File: config.mk
export PLATFORM = sky130hd
export DESIGN_NAME = mc_ctrl_flat
export DESIGN_NICKNAME = d
export VERILOG_FILES = /design/src/rtl/mc_ctrl_pkg.sv /design/src/rtl/mc_ctrl_if.sv /design/src/rtl/mc_ctrl_inst_class_dec.sv /design/src/rtl/mc_ctrl.sv /design/src/flat_wrapper.sv
export SDC_FILE = /design/constraint.sdc
export NUM_CORES = 1
export LEC_CHECK = 0
export ABC_AREA = 1
export BUFFER_PORTS_ARGS = -buffer_cell sky130_fd_sc_hd__buf_2
export CORE_MARGIN = 2
export CORE_UTILIZATION = 40
export CTS_BUF_LIST = sky130_fd_sc_hd__clkbuf_4
export DETAILED_ROUTE_END_ITERATION = 7
export PLACE_DENSITY = 0.81
export REMOVE_ABC_BUFFERS = 1
export SYNTH_ARGS = -nofsm -noshare
export SYNTH_HDL_FRONTEND = slang
export SYNTH_SLANG_ARGS = --single-unit
export TNS_END_PERCENT = 30
File: constraint.sdc
create_clock -name clk -period 2.7 [get_ports clk]
set_clock_uncertainty 0.15 [all_clocks]
set_input_delay 0.81 -clock clk [delete_from_list [all_inputs] [get_ports clk]]
set_output_delay 0.81 -clock clk [all_outputs]
set_load 0.02 [all_outputs]
File: src/rtl/mc_ctrl_pkg.sv
`default_nettype none
// ============================================================================
// Module   : mc_ctrl_pkg
// Purpose  : Shared encodings for the RV32I multi-cycle controller: immediate
//            format codes, opcode constants, PC/writeback mux codes,
//            instruction classes and FSM states.
// Ports    : none (package)
// Revision : 1.0  initial release
// ============================================================================
package mc_ctrl_pkg;

   // Immediate generator format select
   localparam logic [2:0] c_imm_none = 3'd0;
   localparam logic [2:0] c_imm_i    = 3'd1;
   localparam logic [2:0] c_imm_s    = 3'd2;
   localparam logic [2:0] c_imm_b    = 3'd3;
   localparam logic [2:0] c_imm_u    = 3'd4;
   localparam logic [2:0] c_imm_j    = 3'd5;

   // RV32I base opcodes (inst[6:0])
   localparam logic [6:0] c_opc_lui    = 7'b0110111;
   localparam logic [6:0] c_opc_auipc  = 7'b0010111;
   localparam logic [6:0] c_opc_jal    = 7'b1101111;
   localparam logic [6:0] c_opc_jalr   = 7'b1100111;
   localparam logic [6:0] c_opc_branch = 7'b1100011;
   localparam logic [6:0] c_opc_load   = 7'b0000011;
   localparam logic [6:0] c_opc_store  = 7'b0100011;
   localparam logic [6:0] c_opc_op_imm = 7'b0010011;
   localparam logic [6:0] c_opc_op     = 7'b0110011;

   // PC source select
   localparam logic [1:0] c_pc_sel_plus4   = 2'd0;
   localparam logic [1:0] c_pc_sel_alu     = 2'd1;
   localparam logic [1:0] c_pc_sel_alu_clr = 2'd2;

   // Register file writeback select
   localparam logic [1:0] c_wb_sel_alu = 2'd0;
   localparam logic [1:0] c_wb_sel_mdr = 2'd1;
   localparam logic [1:0] c_wb_sel_pc4 = 2'd2;
   localparam logic [1:0] c_wb_sel_imm = 2'd3;

   typedef enum logic [3:0] {
      CLS_ILLEGAL = 4'd0,
      CLS_OP      = 4'd1,
      CLS_OP_IMM  = 4'd2,
      CLS_LUI     = 4'd3,
      CLS_AUIPC   = 4'd4,
      CLS_BRANCH  = 4'd5,
      CLS_JAL     = 4'd6,
      CLS_JALR    = 4'd7,
      CLS_LOAD    = 4'd8,
      CLS_STORE   = 4'd9
   } inst_class_t;

   typedef enum logic [2:0] {
      ST_FETCH  = 3'd0,
      ST_DECODE = 3'd1,
      ST_EXEC   = 3'd2,
      ST_MEM    = 3'd3,
      ST_WB     = 3'd4,
      ST_TRAP   = 3'd5
   } state_t;

   function automatic logic [6:0] opcode_of(input logic [31:0] inst);
      return inst[6:0];
   endfunction

endpackage : mc_ctrl_pkg
`default_nettype wire

File: src/rtl/mc_ctrl_if.sv
`default_nettype none
// ============================================================================
// Module   : mc_ctrl_if
// Purpose  : Bundle between the multi-cycle controller and the datapath.
//            master = controller side, slave = datapath side.
// Signals  : inst, mem_ready, br_cond     (datapath -> controller)
//            mem_req, mem_we, addr_sel, ir_we, pc_we, pc_sel, imm_sel,
//            alu_a_sel, alu_b_sel, alu_add, rf_we, wb_sel, illegal
//                                          (controller -> datapath)
// Revision : 1.0  initial release
// ============================================================================
interface mc_ctrl_if;
   import mc_ctrl_pkg::*;

   logic [31:0] inst;
   logic        mem_ready;
   logic        br_cond;

   logic        mem_req;
   logic        mem_we;
   logic        addr_sel;
   logic        ir_we;
   logic        pc_we;
   logic [1:0]  pc_sel;
   logic [2:0]  imm_sel;
   logic        alu_a_sel;
   logic        alu_b_sel;
   logic        alu_add;
   logic        rf_we;
   logic [1:0]  wb_sel;
   logic        illegal;

   modport master (
      input  inst, mem_ready, br_cond,
      output mem_req, mem_we, addr_sel, ir_we, pc_we, pc_sel, imm_sel,
             alu_a_sel, alu_b_sel, alu_add, rf_we, wb_sel, illegal
   );

   modport slave (
      output inst, mem_ready, br_cond,
      input  mem_req, mem_we, addr_sel, ir_we, pc_we, pc_sel, imm_sel,
             alu_a_sel, alu_b_sel, alu_add, rf_we, wb_sel, illegal
   );

endinterface : mc_ctrl_if
`default_nettype wire

File: src/rtl/mc_ctrl_inst_class_dec.sv
`default_nettype none
// ============================================================================
// Module   : inst_class_dec
// Purpose  : Combinational opcode classifier. Maps the opcode field of the
//            instruction to an instruction class, the immediate format and
//            an illegal-opcode flag.
// Ports    : i_inst     in   32  instruction register contents
//            o_cls      out  4   instruction class
//            o_imm_sel  out  3   immediate format select
//            o_illegal  out  1   opcode is not part of RV32I as supported
// Revision : 1.0  initial release
// ============================================================================
module inst_class_dec
   import mc_ctrl_pkg::*;
(
   input  logic [31:0]  i_inst,
   output inst_class_t  o_cls,
   output logic [2:0]   o_imm_sel,
   output logic         o_illegal
);

   // Only the opcode field matters for classification.
   logic w_unused_inst_bits;
   assign w_unused_inst_bits = ^i_inst[31:7];

   always_comb begin
      o_cls     = CLS_ILLEGAL;
      o_imm_sel = c_imm_none;
      o_illegal = 1'b0;
      case (opcode_of(i_inst))
         c_opc_op: begin
            o_cls = CLS_OP;
         end
         c_opc_op_imm: begin
            o_cls     = CLS_OP_IMM;
            o_imm_sel = c_imm_i;
         end
         c_opc_lui: begin
            o_cls     = CLS_LUI;
            o_imm_sel = c_imm_u;
         end
         c_opc_auipc: begin
            o_cls     = CLS_AUIPC;
            o_imm_sel = c_imm_u;
         end
         c_opc_branch: begin
            o_cls     = CLS_BRANCH;
            o_imm_sel = c_imm_b;
         end
         c_opc_jal: begin
            o_cls     = CLS_JAL;
            o_imm_sel = c_imm_j;
         end
         c_opc_jalr: begin
            o_cls     = CLS_JALR;
            o_imm_sel = c_imm_i;
         end
         c_opc_load: begin
            o_cls     = CLS_LOAD;
            o_imm_sel = c_imm_i;
         end
         c_opc_store: begin
            o_cls     = CLS_STORE;
            o_imm_sel = c_imm_s;
         end
         default: begin
            o_illegal = 1'b1;
         end
      endcase
   end

endmodule : inst_class_dec
`default_nettype wire

File: src/rtl/mc_ctrl.sv
`default_nettype none
// ============================================================================
// Module   : mc_ctrl
// Purpose  : Multi-cycle control FSM for the RV32I core. Sequences
//            FETCH / DECODE / EXEC / MEM / WB and drives the datapath
//            muxes, write enables and the memory request handshake.
// Params   : TRAP_EN  1: illegal opcode halts in TRAP
//                     0: illegal opcode retires as a NOP (PC+4)
// Ports    : clk   in   1   clock, rising edge
//            rst   in   1   synchronous reset, active-high
//            bus   master modport of mc_ctrl_if
//                  (inst, mem_ready, br_cond in; memory handshake, mux
//                   selects, write enables and illegal flag out)
// Revision : 1.0  initial release
// ============================================================================
module mc_ctrl
   import mc_ctrl_pkg::*;
#(
   parameter bit TRAP_EN = 1'b1
)(
   input  logic      clk,
   input  logic      rst,
   mc_ctrl_if.master bus
);

   state_t      r_state;
   state_t      w_state_nxt;

   inst_class_t w_cls;
   logic [2:0]  w_imm_dec;
   logic        w_illegal_opc;

   logic        w_mem_req;
   logic        w_mem_we;
   logic        w_addr_sel;
   logic        w_ir_we;
   logic        w_pc_we;
   logic [1:0]  w_pc_sel;
   logic [2:0]  w_imm_sel;
   logic        w_alu_a_sel;
   logic        w_alu_b_sel;
   logic        w_alu_add;
   logic        w_rf_we;
   logic [1:0]  w_wb_sel;
   logic        w_illegal;

   inst_class_dec u_dec (
      .i_inst    (bus.inst),
      .o_cls     (w_cls),
      .o_imm_sel (w_imm_dec),
      .o_illegal (w_illegal_opc)
   );

   always_ff @(posedge clk) begin
      if (rst) begin
         r_state <= ST_FETCH;
      end else begin
         r_state <= w_state_nxt;
      end
   end

   always_comb begin
      w_state_nxt = r_state;
      w_mem_req   = 1'b0;
      w_mem_we    = 1'b0;
      w_addr_sel  = 1'b0;
      w_ir_we     = 1'b0;
      w_pc_we     = 1'b0;
      w_pc_sel    = c_pc_sel_plus4;
      w_imm_sel   = c_imm_none;
      w_alu_a_sel = 1'b0;
      w_alu_b_sel = 1'b0;
      w_alu_add   = 1'b0;
      w_rf_we     = 1'b0;
      w_wb_sel    = c_wb_sel_alu;
      w_illegal   = 1'b0;

      case (r_state)
         ST_FETCH: begin
            // mem_req depends only on state, so it cannot drop before mem_ready.
            w_mem_req = 1'b1;
            if (bus.mem_ready) begin
               w_ir_we     = 1'b1;
               w_state_nxt = ST_DECODE;
            end
         end

         ST_DECODE: begin
            w_imm_sel = w_imm_dec;
            if (w_illegal_opc) begin
               if (TRAP_EN) begin
                  w_state_nxt = ST_TRAP;
               end else begin
                  w_pc_we     = 1'b1;
                  w_pc_sel    = c_pc_sel_plus4;
                  w_state_nxt = ST_FETCH;
               end
            end else begin
               w_state_nxt = ST_EXEC;
            end
         end

         ST_EXEC: begin
            w_imm_sel   = w_imm_dec;
            w_state_nxt = ST_FETCH;
            // PC+4 on the writeback mux is taken from the PC before this
            // cycle's update, so rd write and PC write can share the cycle.
            case (w_cls)
               CLS_OP: begin
                  w_rf_we  = 1'b1;
                  w_wb_sel = c_wb_sel_alu;
                  w_pc_we  = 1'b1;
               end
               CLS_OP_IMM: begin
                  w_alu_b_sel = 1'b1;
                  w_rf_we     = 1'b1;
                  w_wb_sel    = c_wb_sel_alu;
                  w_pc_we     = 1'b1;
               end
               CLS_AUIPC: begin
                  w_alu_a_sel = 1'b1;
                  w_alu_b_sel = 1'b1;
                  w_alu_add   = 1'b1;
                  w_rf_we     = 1'b1;
                  w_wb_sel    = c_wb_sel_alu;
                  w_pc_we     = 1'b1;
               end
               CLS_LUI: begin
                  w_rf_we  = 1'b1;
                  w_wb_sel = c_wb_sel_imm;
                  w_pc_we  = 1'b1;
               end
               CLS_BRANCH: begin
                  w_alu_a_sel = 1'b1;
                  w_alu_b_sel = 1'b1;
                  w_alu_add   = 1'b1;
                  w_pc_we     = 1'b1;
                  w_pc_sel    = bus.br_cond ? c_pc_sel_alu : c_pc_sel_plus4;
               end
               CLS_JAL: begin
                  w_alu_a_sel = 1'b1;
                  w_alu_b_sel = 1'b1;
                  w_alu_add   = 1'b1;
                  w_rf_we     = 1'b1;
                  w_wb_sel    = c_wb_sel_pc4;
                  w_pc_we     = 1'b1;
                  w_pc_sel    = c_pc_sel_alu;
               end
               CLS_JALR: begin
                  w_alu_b_sel = 1'b1;
                  w_alu_add   = 1'b1;
                  w_rf_we     = 1'b1;
                  w_wb_sel    = c_wb_sel_pc4;
                  w_pc_we     = 1'b1;
                  w_pc_sel    = c_pc_sel_alu_clr;
               end
               CLS_LOAD, CLS_STORE: begin
                  w_alu_b_sel = 1'b1;
                  w_alu_add   = 1'b1;
                  w_state_nxt = ST_MEM;
               end
               default: begin
                  // Illegal opcodes never reach EXEC; retire safely anyway.
                  w_state_nxt = ST_FETCH;
               end
            endcase
         end

         ST_MEM: begin
            // Address operands stay selected so the ALU result is stable
            // for the whole request.
            w_imm_sel   = w_imm_dec;
            w_mem_req   = 1'b1;
            w_addr_sel  = 1'b1;
            w_alu_b_sel = 1'b1;
            w_alu_add   = 1'b1;
            w_mem_we    = (w_cls == CLS_STORE);
            if (bus.mem_ready) begin
               if (w_cls == CLS_STORE) begin
                  w_pc_we     = 1'b1;
                  w_pc_sel    = c_pc_sel_plus4;
                  w_state_nxt = ST_FETCH;
               end else begin
                  w_state_nxt = ST_WB;
               end
            end
         end

         ST_WB: begin
            w_imm_sel   = w_imm_dec;
            w_rf_we     = 1'b1;
            w_wb_sel    = c_wb_sel_mdr;
            w_pc_we     = 1'b1;
            w_pc_sel    = c_pc_sel_plus4;
            w_state_nxt = ST_FETCH;
         end

         ST_TRAP: begin
            w_illegal   = 1'b1;
            w_state_nxt = ST_TRAP;
         end

         default: begin
            w_state_nxt = ST_FETCH;
         end
      endcase

      // Reset masks every output in the same cycle, including a pending
      // memory request.
      if (rst) begin
         w_mem_req   = 1'b0;
         w_mem_we    = 1'b0;
         w_addr_sel  = 1'b0;
         w_ir_we     = 1'b0;
         w_pc_we     = 1'b0;
         w_pc_sel    = c_pc_sel_plus4;
         w_imm_sel   = c_imm_none;
         w_alu_a_sel = 1'b0;
         w_alu_b_sel = 1'b0;
         w_alu_add   = 1'b0;
         w_rf_we     = 1'b0;
         w_wb_sel    = c_wb_sel_alu;
         w_illegal   = 1'b0;
      end
   end

   assign bus.mem_req   = w_mem_req;
   assign bus.mem_we    = w_mem_we;
   assign bus.addr_sel  = w_addr_sel;
   assign bus.ir_we     = w_ir_we;
   assign bus.pc_we     = w_pc_we;
   assign bus.pc_sel    = w_pc_sel;
   assign bus.imm_sel   = w_imm_sel;
   assign bus.alu_a_sel = w_alu_a_sel;
   assign bus.alu_b_sel = w_alu_b_sel;
   assign bus.alu_add   = w_alu_add;
   assign bus.rf_we     = w_rf_we;
   assign bus.wb_sel    = w_wb_sel;
   assign bus.illegal   = w_illegal;

endmodule : mc_ctrl
`default_nettype wire

File: src/flat_wrapper.sv
// flat-port wrapper written by rule: the top's interface ports become plain ports
module mc_ctrl_flat import mc_ctrl_pkg::*;
#(
   parameter bit TRAP_EN = 1'b1
)
  (clk, rst, bus_inst, bus_mem_ready, bus_br_cond, bus_mem_req, bus_mem_we, bus_addr_sel, bus_ir_we, bus_pc_we, bus_pc_sel, bus_imm_sel, bus_alu_a_sel, bus_alu_b_sel, bus_alu_add, bus_rf_we, bus_wb_sel, bus_illegal);
  mc_ctrl_if bus_i ();
  input  logic clk;
  input  logic rst;
  input wire logic [$bits(bus_i.inst)-1:0] bus_inst;
  input wire logic [$bits(bus_i.mem_ready)-1:0] bus_mem_ready;
  input wire logic [$bits(bus_i.br_cond)-1:0] bus_br_cond;
  output wire logic [$bits(bus_i.mem_req)-1:0] bus_mem_req;
  output wire logic [$bits(bus_i.mem_we)-1:0] bus_mem_we;
  output wire logic [$bits(bus_i.addr_sel)-1:0] bus_addr_sel;
  output wire logic [$bits(bus_i.ir_we)-1:0] bus_ir_we;
  output wire logic [$bits(bus_i.pc_we)-1:0] bus_pc_we;
  output wire logic [$bits(bus_i.pc_sel)-1:0] bus_pc_sel;
  output wire logic [$bits(bus_i.imm_sel)-1:0] bus_imm_sel;
  output wire logic [$bits(bus_i.alu_a_sel)-1:0] bus_alu_a_sel;
  output wire logic [$bits(bus_i.alu_b_sel)-1:0] bus_alu_b_sel;
  output wire logic [$bits(bus_i.alu_add)-1:0] bus_alu_add;
  output wire logic [$bits(bus_i.rf_we)-1:0] bus_rf_we;
  output wire logic [$bits(bus_i.wb_sel)-1:0] bus_wb_sel;
  output wire logic [$bits(bus_i.illegal)-1:0] bus_illegal;
  assign bus_i.inst = bus_inst;
  assign bus_i.mem_ready = bus_mem_ready;
  assign bus_i.br_cond = bus_br_cond;
  assign bus_mem_req = bus_i.mem_req;
  assign bus_mem_we = bus_i.mem_we;
  assign bus_addr_sel = bus_i.addr_sel;
  assign bus_ir_we = bus_i.ir_we;
  assign bus_pc_we = bus_i.pc_we;
  assign bus_pc_sel = bus_i.pc_sel;
  assign bus_imm_sel = bus_i.imm_sel;
  assign bus_alu_a_sel = bus_i.alu_a_sel;
  assign bus_alu_b_sel = bus_i.alu_b_sel;
  assign bus_alu_add = bus_i.alu_add;
  assign bus_rf_we = bus_i.rf_we;
  assign bus_wb_sel = bus_i.wb_sel;
  assign bus_illegal = bus_i.illegal;
  mc_ctrl #(.TRAP_EN(TRAP_EN)) u_core (.clk(clk), .rst(rst), .bus(bus_i));
endmodule
==> out/qor_table.md, run 1 <==
| Group | Item | Value |
|:---|:---|:---|
| logic synthesis | Seq/Total Area, Yosys | 8.86% |
| floorplan | Die height | 45.2 um |
| sta | WHS | 0.562 ns |
| worst setup path | CP Data Required Time | 1.74 ns |
| sta | Final critical-path setup slack | -0.336 ns |
| pwr | Leak Pwr | 0.796 nW |
| global route | Antenna violations before repair | 0 |
| sta | Number of failing hold endpoints at the final stage | 0 |
| global route | Congestion Overflow GR | 0 |
| global route | Maximum number of pins on one net before global-route repair | 11 |
| pwr | Fraction of power spent switching nets | 43.9% |
| clock network | Number of H-tree levels | 1 |
| placement | Count of buffers inserted at the top-level ports | 27 |
| layout | Share of cells above drive strength 1 | 63.5% |
| logic synthesis | Biggest area contributors in the synthesized netlist | sky130_fd_sc_hd__nand2_1 (12%), sky130_fd_sc_hd__inv_1 (10%), sky130_fd_sc_hd__nor2_1 (10%) |
| pwr | Total power consumption of the routed design | 0.000305 W |
| layout | Final design instance area without fill | 1410 um2 |
| status | Violated checks | setup timing |
| route | Number of DRC violations after detailed routing | 0 |
| layout | Antenna Diode Count | 0 |
| layout | Final layout net count | 226 |
| sta | Final period util | 112% |
| logic synthesis | Synthesis warning total | 0 |
| global route | Via count of the first global-routing pass | 1053 |
| route | Post-detailed-routing wire length | 4600 um |
| layout | Fin util | 91.5% |
| route | Routed wirelength normalized by instance count | 22.4 um |
| logic synthesis | Cell area after synthesis | 678 um2 |
| floorplan | Floorplan core area | 1540 um2 |
| sta | Max_slew headroom | 62.6% |
| pwr | Net load switching power | 0.000134 W |
| run | Number of maximum-capacitance violations | 0 |
| floorplan | Area enclosed by the die boundary | 2040 um2 |
| clock network | Post-CTS clock slew at the launch and capture registers of the worst setup and hold paths | 0.04 ns |
| pwr | Worst vdd rail ir drop | 393 uV |
| floorplan | Number of core rows | 14 |
| route | DRC marker count from the first detailed-route iteration | 159 |
| clock network | Largest buffer count on any clock path | 2 |
| logic synthesis | Dominant cell type by area after synthesis | sky130_fd_sc_hd__nand2_1 |
| pwr | Power per cell area | 216 nW/um2 |
| floorplan | Initial Utilization | 44.0% |
| clock network | Number of buffers inserted for hold repair after clock tree synthesis | 0 |
| sta | Total count of max-transition violations in the final report | 0 |
| sta | Unrepaired setup endpoints after global routing | yes |
| worst setup path | Path type of the worst setup path | input pin to output pin |
| logic synthesis | Count of state elements after synthesis | 3 |
| clock network | TritonCTS clock tree | built |
| pwr | Comb power frac | 50.6% |
| floorplan | Die Span X | 45.2 um |
| logic synthesis | Per-instance average area after synthesis | 5.60 um2 |
| pwr | Reg power frac | 18.6% |
| worst setup path | Crit start category | input pin |
| logic synthesis | Post-synthesis cell count | 121 |
| route | Via/cell ratio | 6.61 |
| route | DR vias | 1355 |
| clock network | Number of buffers created by CTS | 3 |
| status | Status | complete, but fails checks |
| route | Count of TritonRoute iterations in the first routing pass | 6 |
| logic synthesis | Share of the synthesized area in the top cell type | 11.6% |
| layout | Number of flip-flops in the largest register | 3 |
| pwr | Power Internal | 0.000171 W |
| layout | Registers with the highest flip-flop counts | u_core.r_state x3 |
| worst setup path | Worst Setup End Kind | output pin |
| worst hold path | Worst hold path type | flip-flop to flip-flop |
| route | Remaining antenna violation count after routing | 0 |
| sta | Transition at the pin with the smallest max-transition slack | 0.556 ns |
| clock network | Clock latency of the later-clocked register in the worst-skew pair | 0.24 ns |
| floorplan | Ports | 53 |
| global route | Global-route wire length before repair | 4770 um |
| layout | Layout area overhead | 108% |
| logic synthesis | Cell variety after synth | 25 |
| placement | Gpl congestion | 0.809 |
| sta | Count of endpoints failing setup in the final report | 16 |
| worst setup path | Maximum fanout encountered on the critical timing path | 5 |
| sta | Fmax | 329 MHz |
| layout | Reg with most FFs | u_core.r_state |
| sta | Clock period minus final worst setup slack | 3.04 ns |
| pwr | Clock power frac | 30.8% |
| placement | DP Worst Slack | -0.224 ns |
| placement | Detailed-placement wirelength estimate | 1670 um |
| clock network | Clock root cell | sky130_fd_sc_hd__clkbuf_4 |
| global route | GRT Resource Usage Total | 32.0% |
| clock network | Clock Sink Count | 3 |
| placement | Placed instance area | 965 um2 |
| worst setup path | WP data arrival | 2.08 ns |
==> worst paths after layout <==
check | startpoint | endpoint | slack, ns | cells past startpoint
max | bus_inst[2] | bus_alu_b_sel | -0.34 | 11
min | u_core.r_state[2] | u_core.r_state[2] | 0.56 | 2
max reg2reg | u_core.r_state[0] | u_core.r_state[2] | 0.88 | 6
min reg2reg | u_core.r_state[2] | u_core.r_state[2] | 0.56 | 2
==> metrics by stage <==
step | setup TNS [ns] | std cells
floorplan | -0.00308 | 120
global placement | -0.851 | 181
detailed placement | -1.31 | 181
CTS | -0.598 | 200
global route | -3.88 | 205
finish | -3.51 | 205
==> cell families (layout without fill, tap and decap cells) <==
kind of cell | after synthesis | in the layout | synth area share, %
AO/OA/AOI/OAI | 18 | 18 | 16.6
buffers and inverters | 24 | 92 | 13.3
flip-flops | 3 | 3 | 8.86
AND/OR/NAND/NOR | 76 | 76 | 61.3
==> critical path, cell delays in order <==
cell,delay [ns]
sky130_fd_sc_hd__buf_12,0.12
sky130_fd_sc_hd__clkinv_8,0.04
sky130_fd_sc_hd__nand2_4,0.04
sky130_fd_sc_hd__nor2_4,0.22
sky130_fd_sc_hd__nand2_2,0.12
sky130_fd_sc_hd__nand2_4,0.14
sky130_fd_sc_hd__buf_12,0.11
sky130_fd_sc_hd__buf_6,0.08
sky130_fd_sc_hd__o21ai_2,0.07
sky130_fd_sc_hd__a21oi_2,0.15
sky130_fd_sc_hd__buf_4,0.15
==> routing by layer <==
layer,GRT usage [%],wire (um)
met1,36.1,1410
met2,58.0,2030
met3,1.60,621
met4,20.0,540
met5,0,0
==> timing repair <==
item                                    CTS  global route
endpoints found under the setup margin   12            16
endpoints found under the hold margin     0             0
buffers inserted                         15             5
pin swaps                                12             7
gates resized for setup                  49            23
==> synthesized netlist by cell type, drive strengths merged <==
master,n
clkbuf,1
dfxtp,3
o21ai,5
nand4,1
o22ai,1
clkinv,1
inv,22
nor3,4
o31ai,2
a31oi,2
a21boi,1
a21oi,7
nand2,32
nor4,1
nand3,10
nor2,28
==> cell usage in the layout, fill, tap and decap left out <==
cell	count
sky130_fd_sc_hd__clkinv_8	1
sky130_fd_sc_hd__nand2_2	7
sky130_fd_sc_hd__nor2_1	16
sky130_fd_sc_hd__a31oi_1	2
sky130_fd_sc_hd__a21oi_2	2
sky130_fd_sc_hd__clkbuf_4	4
sky130_fd_sc_hd__nor4_2	1
sky130_fd_sc_hd__inv_1	14
sky130_fd_sc_hd__inv_4	1
sky130_fd_sc_hd__a21boi_1	1
sky130_fd_sc_hd__buf_4	43
sky130_fd_sc_hd__buf_6	10
sky130_fd_sc_hd__inv_8	1
sky130_fd_sc_hd__nand2_4	12
sky130_fd_sc_hd__nand3_2	5
sky130_fd_sc_hd__dfxtp_1	3
sky130_fd_sc_hd__nand2_1	13
sky130_fd_sc_hd__a21oi_1	5
sky130_fd_sc_hd__buf_8	1
sky130_fd_sc_hd__o21ai_2	1
sky130_fd_sc_hd__nor2_4	7
sky130_fd_sc_hd__o22ai_2	1
sky130_fd_sc_hd__o21ai_1	3
sky130_fd_sc_hd__clkinv_1	1
sky130_fd_sc_hd__buf_12	2
sky130_fd_sc_hd__o31ai_1	2
sky130_fd_sc_hd__nand4_1	1
sky130_fd_sc_hd__inv_2	5
sky130_fd_sc_hd__nand3_1	3
sky130_fd_sc_hd__nand3_4	2
sky130_fd_sc_hd__nor3_1	4
sky130_fd_sc_hd__o21ai_0	1
sky130_fd_sc_hd__nor2_2	5
sky130_fd_sc_hd__buf_2	9
==> area by class of cell <==
class	count	area, um2
Timing Repair Buffer	65	536
Sequential cell	3	60.1
Fill cell	61	131
Multi-Input combinational cell	94	656
Clock buffer	4	30.0
Inverter	23	109
Tap cell	16	20.0
==> power by group through the flow <==
stage / Sequential, W / Clock, W / Combinational, W
global route: 0.0000563 / 0.000102 / 0.000158
global placement: 0.0000555 / 0 / 0.0000975
finish: 0.0000567 / 0.0000941 / 0.000154
CTS: 0.0000549 / 0.0000888 / 0.000123
floorplan: 0.0000547 / 0 / 0.0000626
detailed placement: 0.0000556 / 0 / 0.000101
Note: power is estimated with default switching activity, not from simulation.
==> run 2: changes to the inputs <==
--- a/config.mk
+++ b/config.mk
@@ -13,6 +13,7 @@
 export DETAILED_ROUTE_END_ITERATION = 7
 export PLACE_DENSITY = 0.81
 export REMOVE_ABC_BUFFERS = 1
+export SKIP_LAST_GASP = 1
 export SYNTH_ARGS = -nofsm -noshare
 export SYNTH_HDL_FRONTEND = slang
 export SYNTH_SLANG_ARGS = --single-unit
==> run 2 against run 1 <==
Net effect:
- the flow still finishes with violations (setup timing)
- first-iteration DRC count is 46% lower
- cell count rose by 0.49%
- hold slack worse by 0.022 ns
- combinational power decreased by 5%
- routed wire length fell by 14%
- sequential share of layout area grew 0.089 points
- critical endpoint is now u_core.r_state[1]
- largest cell class unchanged
- largest power group unchanged
==> out/qor_table.md, run 2 (same netlist as run 1, synthesis figures left out) <==
| Group | Item | Value |
|:---|:---|:---|
| layout | Registers with the highest flip-flop counts | u_core.r_state x3 |
| route | Count of TritonRoute iterations in the first routing pass | 5 |
| route | Via/cell ratio | 6.10 |
| worst setup path | Reg2Reg Capture Point | u_core.r_state[1] |
| layout | Fill cell total of the finished layout | 64 |
| sta | Count of endpoints failing setup in the final report | 16 |
| layout | Layout area overhead | 104% |
| layout | Combined area of the multi-input logic cells | 669 um2 |
| route | Routed wirelength normalized by instance count | 19.3 um |
| clock network | Number of H-tree levels | 1 |
| placement | Placed instance area | 965 um2 |
| sta | Number of failing hold endpoints at the final stage | 0 |
| route | DR vias | 1257 |
| sta | WHS | 0.540 ns |
| worst setup path | End point of the critical path | u_core.r_state[1] |
| sta | Fmax | 329 MHz |
| sta | Max_slew headroom | 65.0% |
| floorplan | Ports | 53 |
| clock network | TritonCTS clock tree | built |
| layout | Final design instance area without fill | 1380 um2 |
| global route | Maximum number of pins on one net before global-route repair | 11 |
| layout | Total area of sequential cells | 60.1 um2 |
| clock network | Clock Sink Count | 3 |
| placement | Detailed-placement wirelength estimate | 1670 um |
| pwr | Power per cell area | 213 nW/um2 |
| floorplan | Initial Utilization | 44.0% |
| layout | Share of cells above drive strength 1 | 63.7% |
| sta | Final period util | 112% |
| sta | Total Negative Setup Slacks | -3.23 ns |
| worst setup path | R2R cell count | 6 |
| route | Remaining antenna violation count after routing | 0 |
| floorplan | Area enclosed by the die boundary | 2040 um2 |
| worst hold path | Worst hold path type | flip-flop to flip-flop |
| pwr | Worst vdd rail ir drop | 407 uV |
| global route | Congestion Overflow GR | 0 |
| worst setup path | Worst setup slack for register-to-register paths | 1.03 ns |
| sta | Clock period minus final worst setup slack | 3.04 ns |
| status | Violated checks | setup timing |
| route | DRC marker count from the first detailed-route iteration | 86 |
| route | Number of DRC violations after detailed routing | 0 |
| sta | Unrepaired setup endpoints after global routing | yes |
| floorplan | Floorplan core area | 1540 um2 |
| sta | Final critical-path setup slack | -0.337 ns |
| placement | DP Worst Slack | -0.224 ns |
| worst setup path | CP Data Required Time | 2.69 ns |
| floorplan | Die Span X | 45.2 um |
| layout | Most frequent standard cell in the layout excluding fill and tap cells | sky130_fd_sc_hd__buf_4 |
| layout | Number of flip-flops in the largest register | 3 |
| global route | GRT Resource Usage Total | 32.2% |
| run | Number of maximum-capacitance violations | 0 |
| floorplan | Die height | 45.2 um |
| sta | Total count of max-transition violations in the final report | 0 |
| pwr | Total power consumption of the routed design | 0.000294 W |
| global route | Global-route wire length before repair | 4870 um |
| clock network | Largest buffer count on any clock path | 2 |
| worst setup path | RR Startpoint | u_core.r_state[0] |
| layout | Reg with most FFs | u_core.r_state |
| route | Post-detailed-routing wire length | 3980 um |
| pwr | Leak Pwr | 0.793 nW |
| layout | Antenna Diode Count | 0 |
| placement | Count of buffers inserted at the top-level ports | 27 |
| global route | Via count of the first global-routing pass | 1103 |
| worst setup path | Path type of the worst setup path | input pin to flip-flop |
| placement | Gpl congestion | 0.809 |
| worst setup path | Worst Setup End Kind | flip-flop |
| worst setup path | Maximum fanout encountered on the critical timing path | 4 |
| floorplan | Number of core rows | 14 |
| worst setup path | Crit start category | input pin |
| worst setup path | WP data arrival | 3.03 ns |
| status | Status | complete, but fails checks |
| clock network | Clock root cell | sky130_fd_sc_hd__clkbuf_4 |
| worst setup path | Startpoint of the most critical setup path | bus_inst[1] |
| clock network | Number of buffers created by CTS | 3 |
| layout | Final layout net count | 227 |
| sta | Transition at the pin with the smallest max-transition slack | 0.521 ns |
| global route | Antenna violations before repair | 0 |
| clock network | Clock latency of the later-clocked register in the worst-skew pair | 0.23 ns |
| layout | Most frequent cells in the layout | sky130_fd_sc_hd__buf_4 (41), sky130_fd_sc_hd__nor2_1 (17), sky130_fd_sc_hd__buf_2 (17), sky130_fd_sc_hd__inv_1 (14) |
| clock network | Post-CTS clock slew at the launch and capture registers of the worst setup and hold paths | 0.04 ns |
run 2: how the worst min path moves through the flow:
stage                         to               from  cells after the start  slack (ns)
6_report       u_core.r_state[2]  u_core.r_state[2]                      2        0.54
5_1_grt        u_core.r_state[2]  u_core.r_state[2]                      2        0.54
4_1_cts        u_core.r_state[2]  u_core.r_state[2]                      2        0.43
3_5_place_dp   u_core.r_state[2]  u_core.r_state[2]                      2        0.42
3_3_place_gp   u_core.r_state[2]  u_core.r_state[2]                      2        0.42
2_1_floorplan  u_core.r_state[2]  u_core.r_state[2]                      2        0.38
run 2: report_power, final:
part	internal, W	switching [W]	total (W)
clock network	0.0000655	0.0000252	0.0000907
registers	0.0000491	0.00000739	0.0000565
logic	0.0000549	0.0000921	0.000147
total	0.000170	0.000125	0.000294
run 2: layer usage:
| metal | vias to the layer above | share of wire (%) | routed length, um | global-route usage [%] |
|---|---|---|---|---|
| met5 | - | 0 | 0 | 0 |
| met4 | 0 | 9.0 | 357 | 20.0 |
| met3 | 54 | 8.3 | 331 | 2.00 |
| met2 | 117 | 47 | 1890 | 58.6 |
| met1 | 557 | 35 | 1400 | 35.8 |
| li1 | 529 | - | - | - |
run 2: through the flow:
step	utilization [%]	instances
CTS	80.6	200
global placement	62.6	181
detailed placement	62.6	181
global route	89.6	206
finish	89.6	206
floorplan	-	120
run 2: cell type report:
type | count | area share, %
Sequential cell | 3 | 4.35
Multi-Input combinational cell | 94 | 48.5
Clock buffer | 4 | 2.17
Inverter | 23 | 7.70
Tap cell | 16 | 1.45
Timing Repair Buffer | 66 | 35.9
run 2: what timing repair did:
action / 4_1_cts / 5_1_grt
pin swaps: 9 / 14
endpoints found under the setup margin: 12 / 16
resized for setup: 40 / 22
hold buffers: 0 / 0
buffers inserted: 15 / 7
run 2: critical path, cell delays in order:
cell,delay [ns]
sky130_fd_sc_hd__buf_2,0.10
sky130_fd_sc_hd__nand2_4,0.09
sky130_fd_sc_hd__nor2_4,0.21
sky130_fd_sc_hd__nand2_2,0.12
sky130_fd_sc_hd__buf_4,0.15
sky130_fd_sc_hd__buf_4,0.12
sky130_fd_sc_hd__buf_4,0.13
sky130_fd_sc_hd__buf_4,0.13
sky130_fd_sc_hd__buf_4,0.13
sky130_fd_sc_hd__buf_4,0.13
sky130_fd_sc_hd__buf_4,0.13
sky130_fd_sc_hd__buf_4,0.12
sky130_fd_sc_hd__buf_4,0.12
sky130_fd_sc_hd__nand2_1,0.07
sky130_fd_sc_hd__nor2_2,0.05
sky130_fd_sc_hd__nand2_1,0.10
sky130_fd_sc_hd__a21boi_1,0.10
sky130_fd_sc_hd__o21ai_1,0.21
